`src/rtl/ol_walker.sv`:
```
// Object-list walker: fetches OL words from VRAM, decodes strips/arrays/links, dispatches primitives to the ISP parser.
// Latency: start->ol_vram_rd 2 cycles; ol_vram_valid->render_poly 2 cycles; poly_drawn->next ol_vram_rd 2 cycles.
// Backpressure: one outstanding VRAM read held until ol_vram_valid; each dispatch stalls until poly_drawn.
//
// Ports:
//   clock, reset_n (synchronous, active low)
//   start, list_ptr, param_base          : walk request from the tile/region sequencer
//   ol_vram_rd/addr/din/valid            : single-outstanding OL word read port
//   opb_word, poly_addr, render_poly,
//   poly_drawn                           : dispatch handshake with the ISP parameter parser
//   busy, list_done, list_error          : walk status back to the sequencer
//   stat_strips/arrays/links             : walk statistics, present only when OL_WALKER_STATS_EN
//                                          is defined, otherwise tied to 0
module ol_walker #(
  parameter int MAX_ENTRIES = 4096,
  parameter int ADDR_W      = 24
) (
  input  logic              clock,
  input  logic              reset_n,
  input  logic              start,
  input  logic [31:0]       list_ptr,
  input  logic [ADDR_W-1:0] param_base,
  output logic              ol_vram_rd,
  output logic [ADDR_W-1:0] ol_vram_addr,
  input  logic [31:0]       ol_vram_din,
  input  logic              ol_vram_valid,
  output logic [31:0]       opb_word,
  output logic [ADDR_W-1:0] poly_addr,
  output logic              render_poly,
  input  logic              poly_drawn,
  output logic              busy,
  output logic              list_done,
  output logic              list_error,
  output logic [15:0]       stat_strips,
  output logic [15:0]       stat_arrays,
  output logic [15:0]       stat_links
);

  localparam int CNT_W = $clog2(MAX_ENTRIES + 1);

  typedef enum logic [2:0] {
    IDLE, FETCH, WAIT_DATA, DECODE, DISPATCH, WAIT_DRAWN, DONE, ERR
  } state_t;

  state_t            state_q, state_d;
  logic              rd_q, rd_d;
  logic [ADDR_W-1:0] addr_q, addr_d;
  logic [CNT_W-1:0]  cnt_q, cnt_d;
  logic [31:0]       word_q, word_d;
  logic [31:0]       opb_word_q, opb_word_d;
  logic [ADDR_W-1:0] poly_addr_q, poly_addr_d;

  // Bits of the list pointer / OL word that carry no meaning for the walker.
  logic unused_bits;
  assign unused_bits = ^{list_ptr[30:24], list_ptr[1:0], word_q[24]};

  always_comb begin
    state_d     = state_q;
    rd_d        = rd_q;
    addr_d      = addr_q;
    cnt_d       = cnt_q;
    word_d      = word_q;
    opb_word_d  = opb_word_q;
    poly_addr_d = poly_addr_q;
    case (state_q)
      IDLE: begin
        if (start) begin
          if (list_ptr[31]) begin
            state_d = DONE;
          end else begin
            addr_d  = {list_ptr[ADDR_W-1:2], 2'b00};
            cnt_d   = '0;
            state_d = FETCH;
          end
        end
      end
      FETCH: begin
        if (cnt_q == CNT_W'(MAX_ENTRIES)) begin
          state_d = ERR;
        end else begin
          cnt_d   = cnt_q + CNT_W'(1);
          rd_d    = 1'b1;
          state_d = WAIT_DATA;
        end
      end
      WAIT_DATA: begin
        if (ol_vram_valid) begin
          word_d  = ol_vram_din;
          rd_d    = 1'b0;
          state_d = DECODE;
        end
      end
      DECODE: begin
        // Operands are loaded here so they are already valid while render_poly is high.
        opb_word_d  = word_q;
        poly_addr_d = param_base + ADDR_W'({word_q[20:0], 2'b00});
        if (!word_q[31]) begin
          if (word_q[30:25] == 6'd0) begin
            // Strip with an empty mask: nothing to draw, skip to the next word.
            opb_word_d  = opb_word_q;
            poly_addr_d = poly_addr_q;
            addr_d      = addr_q + ADDR_W'(4);
            state_d     = FETCH;
          end else begin
            state_d = DISPATCH;
          end
        end else if (!word_q[30]) begin
          state_d = DISPATCH;
        end else begin
          opb_word_d  = opb_word_q;
          poly_addr_d = poly_addr_q;
          if (!word_q[29]) begin
            state_d = ERR;
          end else if (word_q[28]) begin
            state_d = DONE;
          end else begin
            addr_d  = {word_q[ADDR_W-1:2], 2'b00};
            state_d = FETCH;
          end
        end
      end
      DISPATCH: state_d = WAIT_DRAWN;
      WAIT_DRAWN: begin
        if (poly_drawn) begin
          addr_d  = addr_q + ADDR_W'(4);
          state_d = FETCH;
        end
      end
      DONE:    state_d = IDLE;
      ERR:     state_d = IDLE;
      default: state_d = IDLE;
    endcase
  end

  always_ff @(posedge clock) begin
    if (!reset_n) begin
      state_q     <= IDLE;
      rd_q        <= 1'b0;
      addr_q      <= '0;
      cnt_q       <= '0;
      word_q      <= '0;
      opb_word_q  <= '0;
      poly_addr_q <= '0;
    end else begin
      state_q     <= state_d;
      rd_q        <= rd_d;
      addr_q      <= addr_d;
      cnt_q       <= cnt_d;
      word_q      <= word_d;
      opb_word_q  <= opb_word_d;
      poly_addr_q <= poly_addr_d;
    end
  end

  assign ol_vram_rd   = rd_q;
  assign ol_vram_addr = addr_q;
  assign opb_word     = opb_word_q;
  assign poly_addr    = poly_addr_q;
  assign render_poly  = (state_q == DISPATCH);
  assign list_done    = (state_q == DONE);
  assign list_error   = (state_q == ERR);
  assign busy         = (state_q != IDLE);

`ifdef OL_WALKER_STATS_EN
  logic [15:0] stat_strips_q, stat_strips_d;
  logic [15:0] stat_arrays_q, stat_arrays_d;
  logic [15:0] stat_links_q, stat_links_d;

  always_comb begin
    stat_strips_d = stat_strips_q;
    stat_arrays_d = stat_arrays_q;
    stat_links_d  = stat_links_q;
    if (state_q == IDLE) begin
      if (start) begin
        stat_strips_d = '0;
        stat_arrays_d = '0;
        stat_links_d  = '0;
      end
    end else if (state_q == DISPATCH) begin
      // opb_word_q holds the word being dispatched; bit31 separates strips from arrays.
      if (!opb_word_q[31]) begin
        if (stat_strips_q != 16'hFFFF) stat_strips_d = stat_strips_q + 16'd1;
      end else begin
        if (stat_arrays_q != 16'hFFFF) stat_arrays_d = stat_arrays_q + 16'd1;
      end
    end else if (state_q == DECODE && word_q[31:29] == 3'b111 && !word_q[28]) begin
      if (stat_links_q != 16'hFFFF) stat_links_d = stat_links_q + 16'd1;
    end
  end

  always_ff @(posedge clock) begin
    if (!reset_n) begin
      stat_strips_q <= '0;
      stat_arrays_q <= '0;
      stat_links_q  <= '0;
    end else begin
      stat_strips_q <= stat_strips_d;
      stat_arrays_q <= stat_arrays_d;
      stat_links_q  <= stat_links_d;
    end
  end

  assign stat_strips = stat_strips_q;
  assign stat_arrays = stat_arrays_q;
  assign stat_links  = stat_links_q;
`else
  assign stat_strips = 16'd0;
  assign stat_arrays = 16'd0;
  assign stat_links  = 16'd0;
`endif

endmodule

```
`config.mk`:
```
export PLATFORM = sky130hd
export DESIGN_NAME = ol_walker
export DESIGN_NICKNAME = d
export VERILOG_FILES = /design/src/rtl/ol_walker.sv
export SDC_FILE = /design/constraint.sdc
export NUM_CORES = 1
export LEC_CHECK = 0
export ABC_AREA = 1
export CAP_MARGIN = 20
export CORE_MARGIN = 2
export CORE_UTILIZATION = 45
export DETAILED_ROUTE_END_ITERATION = 6
export PLACE_DENSITY_LB_ADDON = 0.3
export SYNTH_ARGS = -nofsm -noshare
export SYNTH_HDL_FRONTEND = slang
export SYNTH_SLANG_ARGS = --single-unit
```
`constraint.sdc`:
```
create_clock -name clock -period 2.54 [get_ports clock]
set_input_delay 0.508 -clock clock [delete_from_list [all_inputs] [get_ports clock]]
set_output_delay 0.508 -clock clock [all_outputs]
set_load 0.005 [all_outputs]
```
# After elaboration in Yosys (flattened, before gate mapping)
# Cells that the tools add are included.
[totals]
memories = 0
ram_bits = 0
inputBits = 93
out_inout_bits = 133
latchBits = 0
rom_bits = 0
ff_bits = 129
[classes]
multipliers = 0
muxes = 33
n_lt_le_gt_ge = 0
n_shift = 0
eq_ne = 19
bitwise = 0
n_addsub = 3
n_div = 0
n_reduce_logical = 13
[op_table]
columns = ["cell", "n"]
rows = [
  ["$mux 24", 11],
  ["$mux 32", 3],
  ["$pmux 24 s3", 1],
  ["$mux 13", 3],
  ["$mux 3", 10],
  ["$pmux 13 s2", 1],
  ["$add 24x23->24", 1],
  ["$add 24x3->24 const B", 1],
  ["$pmux 3 s7", 1],
  ["$ne 2x2->1 const B", 7],
  ["$add 13x1->13 const B", 1],
  ["$eq 13x13->1 const B", 1],
  ["$eq 3x3->1 const B", 4],
  ["$ne 3x3->1 const B", 4],
  ["$reduce_and 3->1", 3],
  ["$reduce_and 8->1", 1],
  ["$eq 3x2->1 const B", 2],
  ["$logic_not 6->1", 1],
  ["$reduce_bool 3->1", 2],
  ["$reduce_and 4->1", 1],
  ["$reduce_bool 2->1", 2],
  ["$eq 3x1->1 const B", 1],
  ["$logic_not 3->1", 1],
  ["$mux 1", 2],
  ["other kinds (3)", 3],
]

# Longest topological paths before layout
[depth]
ltp_word = 5
ltp_mapped = 13
depth_no_buf = 13

# Least setup slack after synthesis
# No wires, ideal clock.
[synth_timing]
kind = "input -> register"
from = "input param_base[2]"
to = "register poly_addr_q[18], in the netlist poly_addr[18]"
required_ps = 2484
t_arrival_ps = 1915
setup_time_ps = 56
cell_stages = 13
path_slack_ps = 569
n_path_buf = 0
path_cell_list = "ha_1 -> inv_1 -> fa_1 -> inv_1 -> nand3_1 -> nand3_1 -> nand2_1 -> nand2_1 -> nand2_1 -> a21o_1 -> nand3_1 -> nand2_1 -> inv_1"
[synth_between]
elab_chain_cells = 3
elab_cells_between_ends = 4
cone_classes = "1 x add/sub; 3 x mux"
[synth_rtl]
columns = ["element", "line_no", "rtl"]
rows = [
  ["start: declaration", "22", "input logic [ADDR_W-1:0] param_base,"],
  ["$add 24x23->24 (*)", "96", "poly_addr_d = param_base + ADDR_W'({word_q[20:0], 2'b00});"],
  ["$mux 24 (on tied branches)", "98, 107", ""],
  ["$mux 24 (*)", "97", "if (!word_q[31]) begin"],
  ["end signal: assignment", "151", "poly_addr_q <= poly_addr_d;"],
  ["end: declaration", "51", "logic [ADDR_W-1:0] poly_addr_q, poly_addr_d;"],
]
# Every way passes the cells marked *; elsewhere a longest branch is shown, timed or not. The select of a mux whose other input is x is not followed.
# A chain may end at the register's enable or synchronous reset.

# Final worst setup path
[layout_timing]
from = "register state_q[2]"
to = "output list_done"
[layout_between]
elab_chain_cells = 1
[layout_rtl]
columns = ["element", "line_no", "rtl"]
rows = [
  ["start: declaration", "45", "state_t state_q, state_d;"],
  ["start signal: assignment", "145", "state_q <= state_d;"],
  ["$eq 3x3->1", "160", "assign list_done = (state_q == DONE);"],
  ["end: declaration", "32", "output logic list_done,"],
]
# No other way between the ends.

==> out/metrics.yaml <==
status: "finished, final reports clean"
fmax_mhz: 438
drv_cap: 0
drt-initial-drc-count: 679
fp.dieW_um: 135
antenna_found_initial: 0
worstPathArrival_ns: 1.78
ys_seq_elements: 127
combPwrFrac_pct: 38.1
r2r_start: "state_q[0]"
cts_resized: 0
whs_ns: 0.465
vias: 8148
cp_max_fo: 7
cp-start-kind: "register"
cts_max_level: 4
cts_root_buf: "clkbuf_16"
syn_inst: 1203
period_needed_ns: 2.28
clock_sinks: 127
crit_required_ns: 2.03
hold_path_class: "reg2reg"
layout-drive-gt1-share_pct: 6.10
worst_setup_path_end_kind: "output pin"
pin_count: 226
synthTopCellsByArea: "dfxtp_1 33%, nand2_1 12%, nor2_1 8.3%"
multi_input_area_um2: 4250
wl_um: 23600
clkPwrFrac_pct: 29.5
antenna_cells: 0
ys_warn_count: 0
core_area_um2: 16700
yosysMostFrequentCell: "nand2_1"
start_util_pct: 46.3
wl_per_cell_um: 14.7
nets: 1483
holdPathEnd: "ol_vram_rd"
synth_top_cells_by_count: "254 x nand2_1, 172 x nor2_1, 134 x inv_1, 127 x dfxtp_1, 100 x a21oi_1"
postCtsSetupRepairBufs: 0
portBuffers: 166
antenna_left: 0
fin_crit_sh_pct: 89.9
synthArstFlopShare_pct: 0
power.density_cell_area_nw_per_um2: 842
internal-power_mw: 5.22
synth.yosys.seq_area_share_pct: 32.9
cts_made_buffers: 17
yosysTopAreaCellShare_pct: 32.9
synth_edf_count: 0
cts_buffer_depth: 2
grt_pass1_vias: 7144
setup_violations: 0
syn-cell-area_um2: 7740
hp-start: "ol_vram_rd"
ys.flop_type: "dfxtp_1"
grt_usage_pct: 25.5
hold_buffers: 0
fillers: 1553
hold_viol_final: 0
ys_types: 40
area_growth_syn_to_layout_pct: 29.6
p_switching_mw: 3.23
whs_path_depth: 2
critPathKind: "reg2out"
hpwlAfterDp_um: 17700
finClkSkew_ns: 0.00852
drc: 0
slew_headroom_pct: 42.1
switching_share_pct: 38.2
fp-row-count: 47
drt_first_pass_iters: 5
die_area_um2: 18300
reg2reg_to: "ol_vram_addr[18]"
r2r_slack_ns: 0.45
grt_setup_unrepaired: "false"
grt_max_degree: 58
grt_remaining_overflow: 0
syn_avg_cell_area_um2: 6.43
die_h_um: 135
leakagePower_nw: 4.42
clk_latency_ns: 0.43
power_frac_seq_pct: 32.5
vias_per_cell: 5.10
utilization_pct: 60.1
grt_pass1_wl_um: 36500
yosysTopAreaCell: "dfxtp_1"
ir_drop_v: 0.000517
tightest_slew_ns: 0.867
gp_congestion: 0.933
cts.clk_slew.worst_paths_ns: 0.06
cts_tree: "done"
r2r_cells: 9
report.final.slew_viol_count: 0
regArea_um2: 2540
## power by group through the flow
stage	clock (mW)	sequential, mW	combinational, mW
after floorplan	0	2.68	2.05
after global placement	0	2.76	3.12
after detailed placement	0	2.77	3.17
after CTS	2.51	2.73	3.19
after global routing	2.60	2.78	3.57
final	2.49	2.74	3.21
## per-stage QoR
stage	setup TNS, ns	power, mW	cell area (um^2)	std cells	setup slack (ns)
after floorplan	0	4.73	7920	1252	0.569
after global placement	-0.0235	5.88	9430	1566	-0.0235
after detailed placement	-0.0975	5.94	9430	1566	-0.0445
after CTS	0	8.43	10000	1598	0.247
after global routing	0	8.96	10000	1598	0.189
final	0	8.44	10000	1598	0.255
## flip-flops by register name (all words and copies together) (netlist names)
name,flops
cnt_q,13
ol_vram_rd,1
state_q,3
ol_vram_addr,22
poly_addr,24
opb_word,32
word_q,32
## critical path, cell delays in order, from the launching register on
cell and delay, ns:
dfxtp_1 0.41, inv_2 0.11, nor3_1 0.27, clkdlybuf4s50_1 0.56
## cell type report
class	count	share of cell area, %
Timing Repair Buffer	183	18.0
Clock buffer	21	4.69
Sequential cell	127	25.3
Clock inverter	11	1.31
Inverter	148	5.54
Multi-Input combinational cell	888	42.3
Tap cell	220	2.74
## logic make-up (layout without fill, tap and decap cells)
group	after synthesis	count (layout)	synth area share (%)
simple gates	555	555	30.2
compound gates	246	246	16.8
other cells	1	50	0.0485
buf+inv	237	363	14.6
fa+ha+maj	25	25	4.14
flops	127	127	32.9
xor+xnor	12	12	1.36
## routing by layer
layer / GRT usage (%) / share of wire, %
met2: 39.0 / 44
met5: 0 / 0
met1: 34.9 / 44
met4: 7.75 / 1.9
met3: 7.30 / 10
## worst max-delay path by stage
stage	startpoint	to	slack, ns	depth (start not counted)
final	state_q[2]	list_done	0.26	3
after global routing	state_q[2]	list_done	0.19	3
after CTS	state_q[2]	list_done	0.25	3
after detailed placement	param_base[2]	poly_addr[18]	-0.04	14
after global placement	param_base[2]	poly_addr[18]	-0.02	14
after floorplan	param_base[2]	poly_addr[18]	0.57	13
## placed cells by master, fill, tap and decap left out, types with 3 or more instances in the layout
cell type          n
nand4_1           15
o21ai_0           82
clkbuf_16         17
o21ai_1           42
clkdlybuf4s50_1  165
a22o_1             3
or2_2              6
buf_4             15
inv_1            134
dfxtp_1          127
nor3_1            15
clkinvlp_4         3
nor2_1           172
o211ai_1           5
xor2_1             8
conb_1            50
nand3_2            5
nor2_4             3
ha_1              24
clkinv_4           3
a21o_1             5
xnor2_1            4
clkbuf_8           3
nand2_1          254
inv_2             13
nand3_1           77
a21oi_1          100
Power figures use the tool's default switching activity.
